File: src/rtl/btb_predictor_pkg.sv
// rtl/btb_predictor_pkg.sv - shared defaults, update record and counter helper for btb_predictor
// Purpose: default geometry of the fetch-stage predictor, the BtbUpdate record
//          carried from execute, and the 2-bit saturating counter step.
// Ports:   none (package).
package btb_predictor_pkg;

   localparam int fetchWidth = 4;
   localparam int opaqueBits = 10;
   localparam int btbEntries = 16;
   localparam int bhtEntries = 64;
   localparam int histBits   = 6;

   typedef logic [1:0] ctr_t;

   localparam ctr_t CTR_WEAK_NT = 2'b01;

   // Resolution record at the default widths; modules keep flat ports so
   // their parameters can differ from these defaults.
   typedef struct packed {
      logic [31:0]           pc;
      logic [31:0]           target;
      logic                  taken;
      logic                  is_jump;
      logic                  hit;
      logic [opaqueBits-1:0] entry;
      logic [histBits-1:0]   hist;
   } BtbUpdate;

   function automatic ctr_t ctr_next(input ctr_t ctr, input logic taken);
      if (taken) begin
         return (ctr == 2'b11) ? ctr : ctr + 2'b01;
      end
      return (ctr == 2'b00) ? ctr : ctr - 2'b01;
   endfunction

endpackage

File: src/rtl/btb_predictor_if.sv
// rtl/btb_predictor_if.sv - lookup, response and training bus of btb_predictor
// Purpose: groups the fetch lookup request/response and the execute-stage
//          resolution port into one bundle.
// Ports:   req_valid/req_addr          lookup request
//          resp_*                      prediction, valid one cycle after req_valid
//          upd_*                       resolved control-flow instruction
//          invalidate                  clear every BTB entry
// Modports: master = fetch/execute side, slave = predictor.
interface btb_predictor_if #(
   parameter int FETCH_WIDTH = 4,
   parameter int OPAQUE_BITS = 10,
   parameter int HIST_BITS   = 6
);
   localparam int SLOT_BITS = $clog2(FETCH_WIDTH);

   logic                   req_valid;
   logic [31:0]            req_addr;

   logic                   resp_valid;
   logic                   resp_taken;
   logic [FETCH_WIDTH-1:0] resp_mask;
   logic [SLOT_BITS-1:0]   resp_bridx;
   logic [31:0]            resp_target;
   logic [OPAQUE_BITS-1:0] resp_entry;
   logic [HIST_BITS-1:0]   resp_hist;
   logic [1:0]             resp_ctr;

   logic                   upd_valid;
   logic [31:0]            upd_pc;
   logic [31:0]            upd_target;
   logic                   upd_taken;
   logic                   upd_is_jump;
   logic                   upd_hit;
   logic [OPAQUE_BITS-1:0] upd_entry;
   logic [HIST_BITS-1:0]   upd_hist;

   logic                   invalidate;

   modport master (
      output req_valid, req_addr,
      output upd_valid, upd_pc, upd_target, upd_taken, upd_is_jump,
      output upd_hit, upd_entry, upd_hist, invalidate,
      input  resp_valid, resp_taken, resp_mask, resp_bridx,
      input  resp_target, resp_entry, resp_hist, resp_ctr
   );

   modport slave (
      input  req_valid, req_addr,
      input  upd_valid, upd_pc, upd_target, upd_taken, upd_is_jump,
      input  upd_hit, upd_entry, upd_hist, invalidate,
      output resp_valid, resp_taken, resp_mask, resp_bridx,
      output resp_target, resp_entry, resp_hist, resp_ctr
   );

endinterface

File: src/rtl/btb_predictor_bht_table.sv
// rtl/btb_predictor_bht_table.sv - gshare counter array and global history
// Purpose: combinational counter read for the lookup address hashed with the
//          current history; saturating counter and history update on every
//          resolved conditional branch. Only instantiated when BTB_BHT_EN is set.
// Ports:   clk, reset                  clock, synchronous active-high reset
//          lkp_addr -> lkp_ctr/lkp_hist counter and history used by a lookup
//          upd_valid/upd_pc/upd_hist/upd_taken/upd_is_jump  training input
module btb_predictor_bht_table
   import btb_predictor_pkg::*;
#(
   parameter int BHT_ENTRIES = bhtEntries,
   parameter int HIST_BITS   = histBits
) (
   input  logic                 clk,
   input  logic                 reset,
   input  logic [31:0]          lkp_addr,
   output ctr_t                 lkp_ctr,
   output logic [HIST_BITS-1:0] lkp_hist,
   input  logic                 upd_valid,
   input  logic [31:0]          upd_pc,
   input  logic [HIST_BITS-1:0] upd_hist,
   input  logic                 upd_taken,
   input  logic                 upd_is_jump
);
   localparam int IDX_BITS = $clog2(BHT_ENTRIES);

   ctr_t                 ctr_q [BHT_ENTRIES];
   logic [HIST_BITS-1:0] hist_q;
   logic [IDX_BITS-1:0]  lkp_idx;
   logic [IDX_BITS-1:0]  upd_idx;

   // gshare: word-aligned PC bits folded with zero-extended history.
   assign lkp_idx  = lkp_addr[IDX_BITS+1:2] ^ IDX_BITS'(hist_q);
   assign upd_idx  = upd_pc[IDX_BITS+1:2] ^ IDX_BITS'(upd_hist);
   assign lkp_ctr  = ctr_q[lkp_idx];
   assign lkp_hist = hist_q;

   logic unused_bits;
   assign unused_bits = ^{lkp_addr, upd_pc};

   // Unconditional jumps carry no direction information and leave both the
   // counters and the history alone.
   always_ff @(posedge clk) begin
      if (reset) begin
         for (int i = 0; i < BHT_ENTRIES; i++) begin
            ctr_q[i] <= CTR_WEAK_NT;
         end
         hist_q <= '0;
      end else if (upd_valid && !upd_is_jump) begin
         ctr_q[upd_idx] <= ctr_next(ctr_q[upd_idx], upd_taken);
         hist_q         <= {hist_q[HIST_BITS-2:0], upd_taken};
      end
   end

endmodule

File: src/rtl/btb_predictor.sv
// rtl/btb_predictor.sv - fetch-stage branch target buffer with optional gshare direction
// Purpose: fully associative BTB looked up per fetch block, answered one cycle
//          later from table state as of the request cycle; trained from execute,
//          FIFO replacement, flushed by invalidate.
// Macro:   BTB_BHT_EN - when defined, conditional direction comes from the gshare
//          counters; when undefined every hit predicts taken, resp_hist=0,
//          resp_ctr=2'b11.
// Ports:   clk, reset                  clock, synchronous active-high reset
//          bus (btb_predictor_if.slave) lookup request/response, training, invalidate
module btb_predictor
   import btb_predictor_pkg::*;
#(
   parameter int FETCH_WIDTH = fetchWidth,
   parameter int ENTRIES     = btbEntries,
   parameter int BHT_ENTRIES = bhtEntries,
   parameter int HIST_BITS   = histBits,
   parameter int OPAQUE_BITS = opaqueBits
) (
   input logic            clk,
   input logic            reset,
   btb_predictor_if.slave bus
);
   localparam int SLOT_BITS = $clog2(FETCH_WIDTH);
   localparam int BOFF      = SLOT_BITS + 2;
   localparam int TAG_BITS  = 32 - BOFF;
   localparam int IDX_BITS  = $clog2(ENTRIES);

   logic [ENTRIES-1:0]   valid_q;
   logic [ENTRIES-1:0]   jump_q;
   logic [TAG_BITS-1:0]  tag_q    [ENTRIES];
   logic [SLOT_BITS-1:0] bridx_q  [ENTRIES];
   logic [31:0]          target_q [ENTRIES];
   logic [IDX_BITS-1:0]  ptr_q;

   logic [TAG_BITS-1:0]    req_tag;
   logic [SLOT_BITS-1:0]   req_slot;
   logic [TAG_BITS-1:0]    upd_tag;
   logic [SLOT_BITS-1:0]   upd_slot;
   logic [IDX_BITS-1:0]    upd_idx;

   logic                   lk_hit;
   logic [IDX_BITS-1:0]    lk_idx;
   logic                   lk_taken;
   logic [SLOT_BITS-1:0]   lk_last;
   logic [FETCH_WIDTH-1:0] lk_mask;
   logic [SLOT_BITS-1:0]   lk_bridx;
   logic [31:0]            lk_target;
   ctr_t                   lk_ctr;
   logic [HIST_BITS-1:0]   lk_hist;

   assign req_tag  = bus.req_addr[31:BOFF];
   assign req_slot = bus.req_addr[BOFF-1:2];
   assign upd_tag  = bus.upd_pc[31:BOFF];
   assign upd_slot = bus.upd_pc[BOFF-1:2];
   assign upd_idx  = bus.upd_entry[IDX_BITS-1:0];

`ifdef BTB_BHT_EN
   btb_predictor_bht_table #(
      .BHT_ENTRIES (BHT_ENTRIES),
      .HIST_BITS   (HIST_BITS)
   ) u_bht (
      .clk         (clk),
      .reset       (reset),
      .lkp_addr    (bus.req_addr),
      .lkp_ctr     (lk_ctr),
      .lkp_hist    (lk_hist),
      .upd_valid   (bus.upd_valid),
      .upd_pc      (bus.upd_pc),
      .upd_hist    (bus.upd_hist),
      .upd_taken   (bus.upd_taken),
      .upd_is_jump (bus.upd_is_jump)
   );

   logic unused_bits;
   assign unused_bits = ^{bus.req_addr[1:0], bus.upd_pc[1:0], bus.upd_entry};
`else
   // A strongly-taken counter makes every hit predict taken.
   assign lk_ctr  = 2'b11;
   assign lk_hist = '0;

   logic unused_bits;
   assign unused_bits = ^{bus.req_addr[1:0], bus.upd_pc[1:0], bus.upd_entry, bus.upd_hist};
`endif

   // Scanning downward lets the lowest matching index win should two entries
   // ever match. An entry only matches if its branch lies at or after the
   // slot the fetch block is entered at.
   always_comb begin
      lk_hit = 1'b0;
      lk_idx = '0;
      for (int i = ENTRIES - 1; i >= 0; i--) begin
         if (valid_q[i] && (tag_q[i] == req_tag) && (bridx_q[i] >= req_slot)) begin
            lk_hit = 1'b1;
            lk_idx = IDX_BITS'(i);
         end
      end
      lk_taken  = lk_hit && (jump_q[lk_idx] || lk_ctr[1]);
      lk_last   = lk_taken ? bridx_q[lk_idx] : SLOT_BITS'(FETCH_WIDTH - 1);
      lk_mask   = '0;
      for (int k = 0; k < FETCH_WIDTH; k++) begin
         lk_mask[k] = (SLOT_BITS'(k) >= req_slot) && (SLOT_BITS'(k) <= lk_last);
      end
      lk_bridx  = lk_hit ? bridx_q[lk_idx] : SLOT_BITS'(FETCH_WIDTH - 1);
      lk_target = lk_hit ? target_q[lk_idx] : '0;
   end

   // Response fields only move on a request so fetch can keep using them.
   always_ff @(posedge clk) begin
      if (reset) begin
         bus.resp_valid  <= 1'b0;
         bus.resp_taken  <= 1'b0;
         bus.resp_mask   <= '0;
         bus.resp_bridx  <= '0;
         bus.resp_target <= '0;
         bus.resp_entry  <= '0;
         bus.resp_hist   <= '0;
         bus.resp_ctr    <= '0;
      end else begin
         bus.resp_valid <= bus.req_valid;
         if (bus.req_valid) begin
            bus.resp_taken  <= lk_taken;
            bus.resp_mask   <= lk_mask;
            bus.resp_bridx  <= lk_bridx;
            bus.resp_target <= lk_target;
            bus.resp_entry  <= lk_hit ? OPAQUE_BITS'(lk_idx) : '0;
            bus.resp_hist   <= lk_hist;
            bus.resp_ctr    <= lk_ctr;
         end
      end
   end

   // Taken branches either refresh the entry they hit or allocate at the
   // FIFO pointer. The invalidate clear comes last so it overrides any valid
   // bit set in the same cycle.
   always_ff @(posedge clk) begin
      if (reset) begin
         valid_q <= '0;
         ptr_q   <= '0;
      end else begin
         if (bus.upd_valid && bus.upd_taken) begin
            if (bus.upd_hit) begin
               target_q[upd_idx] <= bus.upd_target;
               bridx_q[upd_idx]  <= upd_slot;
               jump_q[upd_idx]   <= bus.upd_is_jump;
            end else begin
               tag_q[ptr_q]    <= upd_tag;
               target_q[ptr_q] <= bus.upd_target;
               bridx_q[ptr_q]  <= upd_slot;
               jump_q[ptr_q]   <= bus.upd_is_jump;
               valid_q[ptr_q]  <= 1'b1;
               ptr_q           <= ptr_q + 1'b1;
            end
         end
         if (bus.invalidate) begin
            valid_q <= '0;
         end
      end
   end

endmodule
File: src/flat_wrapper.sv
// flat-port wrapper written by rule: the top's interface ports become plain ports
module btb_predictor_flat import btb_predictor_pkg::*;
#(
   parameter int FETCH_WIDTH = fetchWidth,
   parameter int ENTRIES     = btbEntries,
   parameter int BHT_ENTRIES = bhtEntries,
   parameter int HIST_BITS   = histBits,
   parameter int OPAQUE_BITS = opaqueBits
)
  (clk, reset, bus_req_valid, bus_req_addr, bus_upd_valid, bus_upd_pc, bus_upd_target, bus_upd_taken, bus_upd_is_jump, bus_upd_hit, bus_upd_entry, bus_upd_hist, bus_invalidate, bus_resp_valid, bus_resp_taken, bus_resp_mask, bus_resp_bridx, bus_resp_target, bus_resp_entry, bus_resp_hist, bus_resp_ctr);
  btb_predictor_if #(.FETCH_WIDTH(FETCH_WIDTH), .OPAQUE_BITS(OPAQUE_BITS), .HIST_BITS(HIST_BITS)) bus_i ();
  input logic clk;
  input logic reset;
  input wire logic [$bits(bus_i.req_valid)-1:0] bus_req_valid;
  input wire logic [$bits(bus_i.req_addr)-1:0] bus_req_addr;
  input wire logic [$bits(bus_i.upd_valid)-1:0] bus_upd_valid;
  input wire logic [$bits(bus_i.upd_pc)-1:0] bus_upd_pc;
  input wire logic [$bits(bus_i.upd_target)-1:0] bus_upd_target;
  input wire logic [$bits(bus_i.upd_taken)-1:0] bus_upd_taken;
  input wire logic [$bits(bus_i.upd_is_jump)-1:0] bus_upd_is_jump;
  input wire logic [$bits(bus_i.upd_hit)-1:0] bus_upd_hit;
  input wire logic [$bits(bus_i.upd_entry)-1:0] bus_upd_entry;
  input wire logic [$bits(bus_i.upd_hist)-1:0] bus_upd_hist;
  input wire logic [$bits(bus_i.invalidate)-1:0] bus_invalidate;
  output wire logic [$bits(bus_i.resp_valid)-1:0] bus_resp_valid;
  output wire logic [$bits(bus_i.resp_taken)-1:0] bus_resp_taken;
  output wire logic [$bits(bus_i.resp_mask)-1:0] bus_resp_mask;
  output wire logic [$bits(bus_i.resp_bridx)-1:0] bus_resp_bridx;
  output wire logic [$bits(bus_i.resp_target)-1:0] bus_resp_target;
  output wire logic [$bits(bus_i.resp_entry)-1:0] bus_resp_entry;
  output wire logic [$bits(bus_i.resp_hist)-1:0] bus_resp_hist;
  output wire logic [$bits(bus_i.resp_ctr)-1:0] bus_resp_ctr;
  assign bus_i.req_valid = bus_req_valid;
  assign bus_i.req_addr = bus_req_addr;
  assign bus_i.upd_valid = bus_upd_valid;
  assign bus_i.upd_pc = bus_upd_pc;
  assign bus_i.upd_target = bus_upd_target;
  assign bus_i.upd_taken = bus_upd_taken;
  assign bus_i.upd_is_jump = bus_upd_is_jump;
  assign bus_i.upd_hit = bus_upd_hit;
  assign bus_i.upd_entry = bus_upd_entry;
  assign bus_i.upd_hist = bus_upd_hist;
  assign bus_i.invalidate = bus_invalidate;
  assign bus_resp_valid = bus_i.resp_valid;
  assign bus_resp_taken = bus_i.resp_taken;
  assign bus_resp_mask = bus_i.resp_mask;
  assign bus_resp_bridx = bus_i.resp_bridx;
  assign bus_resp_target = bus_i.resp_target;
  assign bus_resp_entry = bus_i.resp_entry;
  assign bus_resp_hist = bus_i.resp_hist;
  assign bus_resp_ctr = bus_i.resp_ctr;
  btb_predictor #(.FETCH_WIDTH(FETCH_WIDTH), .ENTRIES(ENTRIES), .BHT_ENTRIES(BHT_ENTRIES), .HIST_BITS(HIST_BITS), .OPAQUE_BITS(OPAQUE_BITS)) u_core (.clk(clk), .reset(reset), .bus(bus_i));
endmodule
File: config.mk
export PLATFORM = sky130hd
export DESIGN_NAME = btb_predictor_flat
export DESIGN_NICKNAME = d
export VERILOG_FILES = /design/src/rtl/btb_predictor_pkg.sv /design/src/rtl/btb_predictor_if.sv /design/src/rtl/btb_predictor_bht_table.sv /design/src/rtl/btb_predictor.sv /design/src/flat_wrapper.sv
export SDC_FILE = /design/constraint.sdc
export NUM_CORES = 1
export LEC_CHECK = 0
export BUFFER_PORTS_ARGS = -buffer_cell sky130_fd_sc_hd__buf_4
export CAP_MARGIN = 25
export CORE_ASPECT_RATIO = 1.25
export CORE_MARGIN = 8
export CORE_UTILIZATION = 33
export CTS_CLUSTER_DIAMETER = 120
export DETAILED_ROUTE_END_ITERATION = 8
export HOLD_SLACK_MARGIN = 0.05
export PLACE_DENSITY = 0.45
export SLEW_MARGIN = 20
export SYNTH_ARGS = -nofsm -noshare
export SYNTH_HDL_FRONTEND = slang
export SYNTH_SLANG_ARGS = --single-unit
File: constraint.sdc
create_clock -name clk -period 6.4 [get_ports clk]
set_input_delay 1.6 -clock clk [delete_from_list [all_inputs] [get_ports clk]]
set_output_delay 1.6 -clock clk [all_outputs]
set_load 0.1 [all_outputs]
**Word level (Yosys, flattened, before mapping)**

Memories as Yosys holds them, arrays and structs flattened.
Cells that the tools add are included.

- Add/subtract/negate cells: 1
- $lt $le $gt $ge: 26
- Equal/unequal tests: 16
- Mux-type cells: 51
- Bitwise logic cells: 2
- Reduce and logical (&&, ||, !) cells: 42

Operator list:

| operator | number |
|---|---|
| 28-bit equality test | 16 |
| 4-bit 2-to-1 mux | 19 |
| 32-bit 2-to-1 mux | 2 |
| 1-bit logical AND | 38 |
| 2-bit greater-or-equal comparator | 16 |
| 32-bit OR reduction | 1 |
| 1-bit 2-to-1 mux | 27 |
| 16-bit bitwise OR | 1 |
| 4-bit by 5-bit less-than comparator with 1-bit output, second input constant | 1 |
| 4-bit by 1-bit adder with 4-bit output, second input constant | 1 |
| 1-bit demux with 4-bit select | 1 |
| 1-bit by 2-bit greater-or-equal comparator with 1-bit output, first input constant | 2 |
| 2-bit greater-or-equal comparator, first input constant | 2 |
| 4-bit by 1-bit greater-or-equal comparator with 1-bit output, second input constant | 1 |
| 1-bit by 2-bit <= comparator with 1-bit output, first input constant | 2 |
| 2-bit <= comparator, first input constant | 2 |
| 2-bit 2-to-1 mux | 2 |
| 2-bit OR reduction | 2 |
| 2-bit AND reduction | 1 |
| 1-bit inverter | 1 |

- Register bits: 71
- RAM bits: 992
- Input bits: 120
- Output and inout bits: 58
- Word-level logic and storage cells: 150
- Memories: 3

Memories:

| name | depth | bits a word | rd ports | clocked after memory_dff | wr ports | RTL line | text |
|---|---|---|---|---|---|---|---|
| u_core.target_q | 16 | 32 | 1 | 0 | 1 | btb_predictor.sv:32 | `logic [31:0] target_q [ENTRIES];` |
| u_core.tag_q | 16 | 28 | 16 | 0 | 1 | btb_predictor.sv:30 | `logic [TAG_BITS-1:0] tag_q [ENTRIES];` |
| u_core.bridx_q | 16 | 2 | 17 | 0 | 1 | btb_predictor.sv:31 | `logic [SLOT_BITS-1:0] bridx_q [ENTRIES];` |

**Logic depth before layout (Yosys ltp)**

An unclocked memory read counts as a cell.

- Depth in word-level cells: 24
- Mapped depth: 17
- Mapped depth without buffers: 14

**Worst setup path before layout**

OpenSTA, ideal clock, no wires.

- Path kind: input -> register
- From: input reset
- To: memory u_core.bridx_q[4][0] in the netlist's numbering, enable pin
- Library setup time: 0.425 ns
- Data arrival time: 4.313 ns
- Data required time: 5.975 ns
- Setup slack: 1.662 ns
- Stages: 5
- Buffers on the path: 1
- Cells stage by stage: clkbuf_1 > nor3_1 > mux2i_1 > nand2_1 > nor2_1

- Longest elaborated chain between the ends: 4
- Elaborated cells between the ends (all ways): 7
- Those cells by class: 6 x mux; 1 x reduce/logical

Ends and longest elaborated chain:

| element | RTL line | text |
|---|---|---|
| start, declared | flat_wrapper.sv:13 | `input logic reset;` |
| 1-bit 2-to-1 mux | btb_predictor.sv:136 | `if (reset) begin` |
| 1-bit 2-to-1 mux (implied by the code) | btb_predictor.sv:148 | `bridx_q[ptr_q] <= upd_slot;` |
| 2-bit OR reduction (no line) | -- |  |
| 4-bit 2-to-1 mux (no line) or 1-bit 2-to-1 mux (tied branches) | -- |  |
| end, declared | btb_predictor.sv:31 |  |

Parallel ways exist; a longest one is shown, timed or not.

**Final worst setup path**

- From: input bus_req_addr[20]
- To: register u_core.bus.resp_mask[3]

- Longest elaborated chain between the ends: 23
- Elaborated cells between the ends (all ways): 84
- Those cells by class: 1 x order compare; 16 x eq/ne; 33 x mux; 33 x reduce/logical; 1 x memory

Ends and longest elaborated chain:

| element | RTL line | text |
|---|---|---|
| start, declared | flat_wrapper.sv:15 | `input wire logic [$bits(bus_i.req_addr)-1:0] bus_req_addr;` |
| 28-bit equality test | btb_predictor.sv:92 | `if (valid_q[i] && (tag_q[i] == req_tag) && (bridx_q[i] >= req_slot)) begin` |
| 1-bit logical AND (2 in a row) | btb_predictor.sv:92 |  |
| 4-bit 2-to-1 mux (16 in a row) | btb_predictor.sv:92 |  |
| memory 16 x 2 bit | -- |  |
| 2-bit 2-to-1 mux * | btb_predictor.sv:98 | `lk_last = lk_taken ? bridx_q[lk_idx] : SLOT_BITS'(FETCH_WIDTH - 1);` |
| 2-bit <= comparator * | btb_predictor.sv:101 | `lk_mask[k] = (SLOT_BITS'(k) >= req_slot) && (SLOT_BITS'(k) <= lk_last);` |
| 1-bit logical AND * | btb_predictor.sv:101 |  |
| end signal, assigned | btb_predictor.sv:122 | `bus.resp_mask <= lk_mask;` |
| end, declared | btb_predictor_if.sv:51 | `output resp_valid, resp_taken, resp_mask, resp_bridx,` |

Mark *: on every way between the ends. The rest lies on a longest branch, timed or not.
A chain may end at the register's enable or synchronous reset.

==> impl_metrics.csv <==
group,metric,value,unit
clocking,post-cts-setup-buffer-count,0,
logic_synthesis,ys_warn_count,0,
timing,max_freq,197,MHz
floorplanning,fp.dieArea,0.145,mm^2
global_route,total_grt_usage,17.6,%
timing,slew_headroom,32.5,%
route,drt_first_pass_iters,5,
timing,final-hold-violation-count,0,
setup_path,max_fanout_on_critical_path,16,
clocking,clock_root_cell,"sky130_fd_sc_hd__clkbuf_16",
clocking,clock_sink_count,1057,
setup_path,worst_ep_arrival_time,5710,ps
setup_path,worst_setup_path_start,"bus_req_addr[20]",
finish,syn_to_final_growth,17.0,%
timing,grt_setup_unrepaired,"false",
setup_path,reg2regPathDepth,13,
route,via_to_cell_ratio,4.92,
worst_hold_path,hp-class,"flop to flop",
setup_path,startpoint_type,"input pin",
logic_synthesis,synth_async_sr_flop_share,0,%
clocking,clk_pin_slew_worst_paths,60,ps
placed_design,gp_congestion,0.784,
clocking,clock_insertion_delay_worst_skew,720,ps
pwr,cellLeakagePower,16.3,nW
run,drv.max_cap_violation_count,0,
timing,setup_violations,0,
logic_synthesis,synth_top_cell_area_share,68.1,%
logic_synthesis,post_synth_inst_count,2722,
timing,slew_viol_final,0,
route,drc,0,
floorplanning,std_cell_rows,149,
setup_path,cp_data_required_time,7030,ps
clocking,clock_tree.buffer_depth,3,
global_route,via_count_of_the_first_global_routing_pass,24400,
timing,finalCritPeriodShare,79.5,%
setup_path,worst-r2r-setup-slack,2190,ps
global_route,grt_pass1_wl,182000,um
finish,final_layout_net_count,3114,
placed_design,post-dp-hpwl,78200,um
clocking,cts_tree,"done",
logic_synthesis,postSynthAreaPerCell,16.1,um^2
route,route.detailed.wl_per_inst,27.2,um
floorplanning,starting_utilization_of_the_core_area,33.2,%
logic_synthesis,area_of_the_mapped_netlist,0.0438,mm^2
timing,post-route-min-period,5090,ps
route,wl_met3,5080,um
route,num_vias,23600,
route,postRouteAntennaNets,0,
global_route,grt_start_max_net_pins,74,
timing,hold_slack,468,ps
finish,final_cell_mix,"992 x sky130_fd_sc_hd__edfxtp_1, 337 x sky130_fd_sc_hd__xnor2_1, 248 x sky130_fd_sc_hd__buf_4, 197 x sky130_fd_sc_hd__mux2i_1, 142 x sky130_fd_sc_hd__mux2_2",
clocking,cts-buffers-inserted,109,
logic_synthesis,synthTopCellsByArea,"sky130_fd_sc_hd__edfxtp_1 68%, sky130_fd_sc_hd__xnor2_1 6.7%, sky130_fd_sc_hd__mux2i_1 4.5%",
worst_hold_path,start_point_of_the_worst_min_delay_path,"u_core.bus.resp_mask[1]",
floorplanning,core,0.132,mm^2
clocking,cts_hold_buf,0,
finish,layout-drive-gt1-share,21.1,%
clocking,post_cts_gate_resize_count,0,
route,wl_met2,69100,um
setup_path,reg_to_reg_start,"u_core.tag_q[6][22]",
route,drtIter0Drc,1449,
logic_synthesis,synth_edf_count,992,
logic_synthesis,netlist.top_cell.by_area,"sky130_fd_sc_hd__edfxtp_1",
finish,layout.cells.most_common,"sky130_fd_sc_hd__edfxtp_1",
run_status,status,"complete, no violations",
setup_path,timing_worst_setup_path_type,"input pin to flop",
timing,tightestPinTransition,1010,ps
route,total_wire_length_after_detailed_routing,130000,um
logic_synthesis,synth-seq-cells,1057,
placed_design,port_buffers,148,
pwr,power.density_cell_area,286,mW/mm^2
pwr,vdd_drop_max,196,uV
finish,nFillCells,12100,
setup_path,category_of_the_worst_setup_path_capture_point,"flop",
timing,setup_tns,0,ps
global_route,initial_antenna_violation_count,6,
route,m1WireLength,52800,um
logic_synthesis,synth_cell_type_count,56,
floorplanning,top_level_ports,178,
logic_synthesis,synth-seq-area-share,71.1,%
floorplanning,die_w,342,um
floorplanning,die-height,423,um
clocking,htreeDepth,3,
route,top_layer_used,"met5",
logic_synthesis,synth_ff_type,"sky130_fd_sc_hd__edfxtp_1",
timing,fin_worst_skew,29.7,ps
worst_hold_path,min_delay_path_depth,2,
global_route,grt_overflow,0,
==> layout make-up <==
type	count	area, um^2	area share [%]
inverters	24	90.1	0.176
clock inverters	62	659	1.29
clock buffers	140	2990	5.83
diodes	4	10.0	0.0196
repair buffers	264	2190	4.28
flip-flops and latches	1057	31100	60.7
well taps	1736	2170	4.24
multi-input cells	1502	12000	23.4
==> metal layers <==
| metal | track usage, % | vias to the layer above |
|---|---|---|
| met4 | 5.02 | 2 |
| met5 | 0 | - |
| li1 | - | 10700 |
| met3 | 2.43 | 148 |
| met1 | 21.1 | 12200 |
| met2 | 32.5 | 517 |
==> state kept, by name (all words and copies together) (netlist names) <==
name and count:
u_core.bridx_q 32, u_core.bus.resp_bridx 2, u_core.bus.resp_ctr 1, u_core.bus.resp_entry 4
u_core.bus.resp_mask 4, u_core.bus.resp_taken 1, u_core.bus.resp_target 32, u_core.bus.resp_valid 1
u_core.ptr_q 4, u_core.tag_q 448, u_core.target_q 512, u_core.valid_q 16
==> critical path: stages <==
cell and delay, ps:
sky130_fd_sc_hd__buf_4 410, sky130_fd_sc_hd__xnor2_1 180, sky130_fd_sc_hd__nand4_1 120, sky130_fd_sc_hd__nor4_1 670, sky130_fd_sc_hd__buf_4 230, sky130_fd_sc_hd__nand3_1 150, sky130_fd_sc_hd__and3_1 220, sky130_fd_sc_hd__a221o_1 420
sky130_fd_sc_hd__a21oi_4 190, sky130_fd_sc_hd__buf_12 170, sky130_fd_sc_hd__mux2i_1 340, sky130_fd_sc_hd__o221ai_1 180, sky130_fd_sc_hd__and4bb_1 420, sky130_fd_sc_hd__buf_4 170, sky130_fd_sc_hd__nand3_1 70, sky130_fd_sc_hd__a21oi_1 160
==> cell families (layout without fill, tap and decap cells) <==
logic type                 count (synthesis)  after routing  share of synthesized area (%)
AOI/OAI and AO/OA                        263            263                           3.76
buffers and inverters                    174            490                           2.28
adders and majority gates                 36             36                           1.03
xor gates and xnor gates                 451            451                           9.05
other                                      1             16                        0.00857
DFF                                     1057           1057                           71.1
and+or+nand+nor                          401            401                           4.65
muxes                                    339            339                           8.16
==> worst paths after layout <==
kind                                                   end
worst max-delay path               u_core.bus.resp_mask[3]
worst min register to register     u_core.bus.resp_mask[1]
worst max register to register  u_core.bus.resp_target[27]
worst min-delay path               u_core.bus.resp_mask[1]
==> power breakdown <==
group / internal [W] / switching, W / total [W]
clock: 0.00374 / 0.00271 / 0.00644
sequential: 0.00758 / 0.00000858 / 0.00759
combinational: 0.000173 / 0.000457 / 0.000630
total: 0.0115 / 0.00317 / 0.0147
==> stage by stage <==
stage,util [%],cell area (um^2),std cells,total power [W],setup WS (ps)
global route,38.8,51200,4786,0.0151,1130
CTS,38.8,51200,4784,0.0148,1320
global placement,36.0,47500,4582,0.00836,561
detailed placement,36.0,47500,4582,0.00838,555
finish,38.8,51200,4789,0.0147,1310
floorplan,-,43800,2733,0.00805,1660
==> cells in the mapped netlist (2+ instances only) <==
cell type	number
sky130_fd_sc_hd__edfxtp_1	992
sky130_fd_sc_hd__xnor2_1	337
sky130_fd_sc_hd__mux2i_1	197
sky130_fd_sc_hd__mux2_2	142
sky130_fd_sc_hd__a21oi_1	129
sky130_fd_sc_hd__xor2_1	113
sky130_fd_sc_hd__nor2_1	89
sky130_fd_sc_hd__nand4_1	88
sky130_fd_sc_hd__nand2_1	82
sky130_fd_sc_hd__dfxtp_1	65
sky130_fd_sc_hd__buf_2	57
sky130_fd_sc_hd__nor4_1	45
sky130_fd_sc_hd__o21ai_0	45
sky130_fd_sc_hd__clkbuf_1	37
sky130_fd_sc_hd__ha_1	36
sky130_fd_sc_hd__buf_4	34
sky130_fd_sc_hd__o221ai_1	33
sky130_fd_sc_hd__nor3_1	27
sky130_fd_sc_hd__nand2b_1	24
sky130_fd_sc_hd__inv_1	23
sky130_fd_sc_hd__nand3_1	22
sky130_fd_sc_hd__a21bo_2	20
sky130_fd_sc_hd__buf_6	16
sky130_fd_sc_hd__o21ai_1	12
sky130_fd_sc_hd__a31oi_1	5
sky130_fd_sc_hd__and2_1	5
sky130_fd_sc_hd__and3_1	4
sky130_fd_sc_hd__buf_1	4
sky130_fd_sc_hd__nor2b_1	4
sky130_fd_sc_hd__nor3b_1	4
sky130_fd_sc_hd__or2_2	4
sky130_fd_sc_hd__a22o_1	2
sky130_fd_sc_hd__o31ai_1	2
Note: power is estimated with default switching activity, not from simulation.
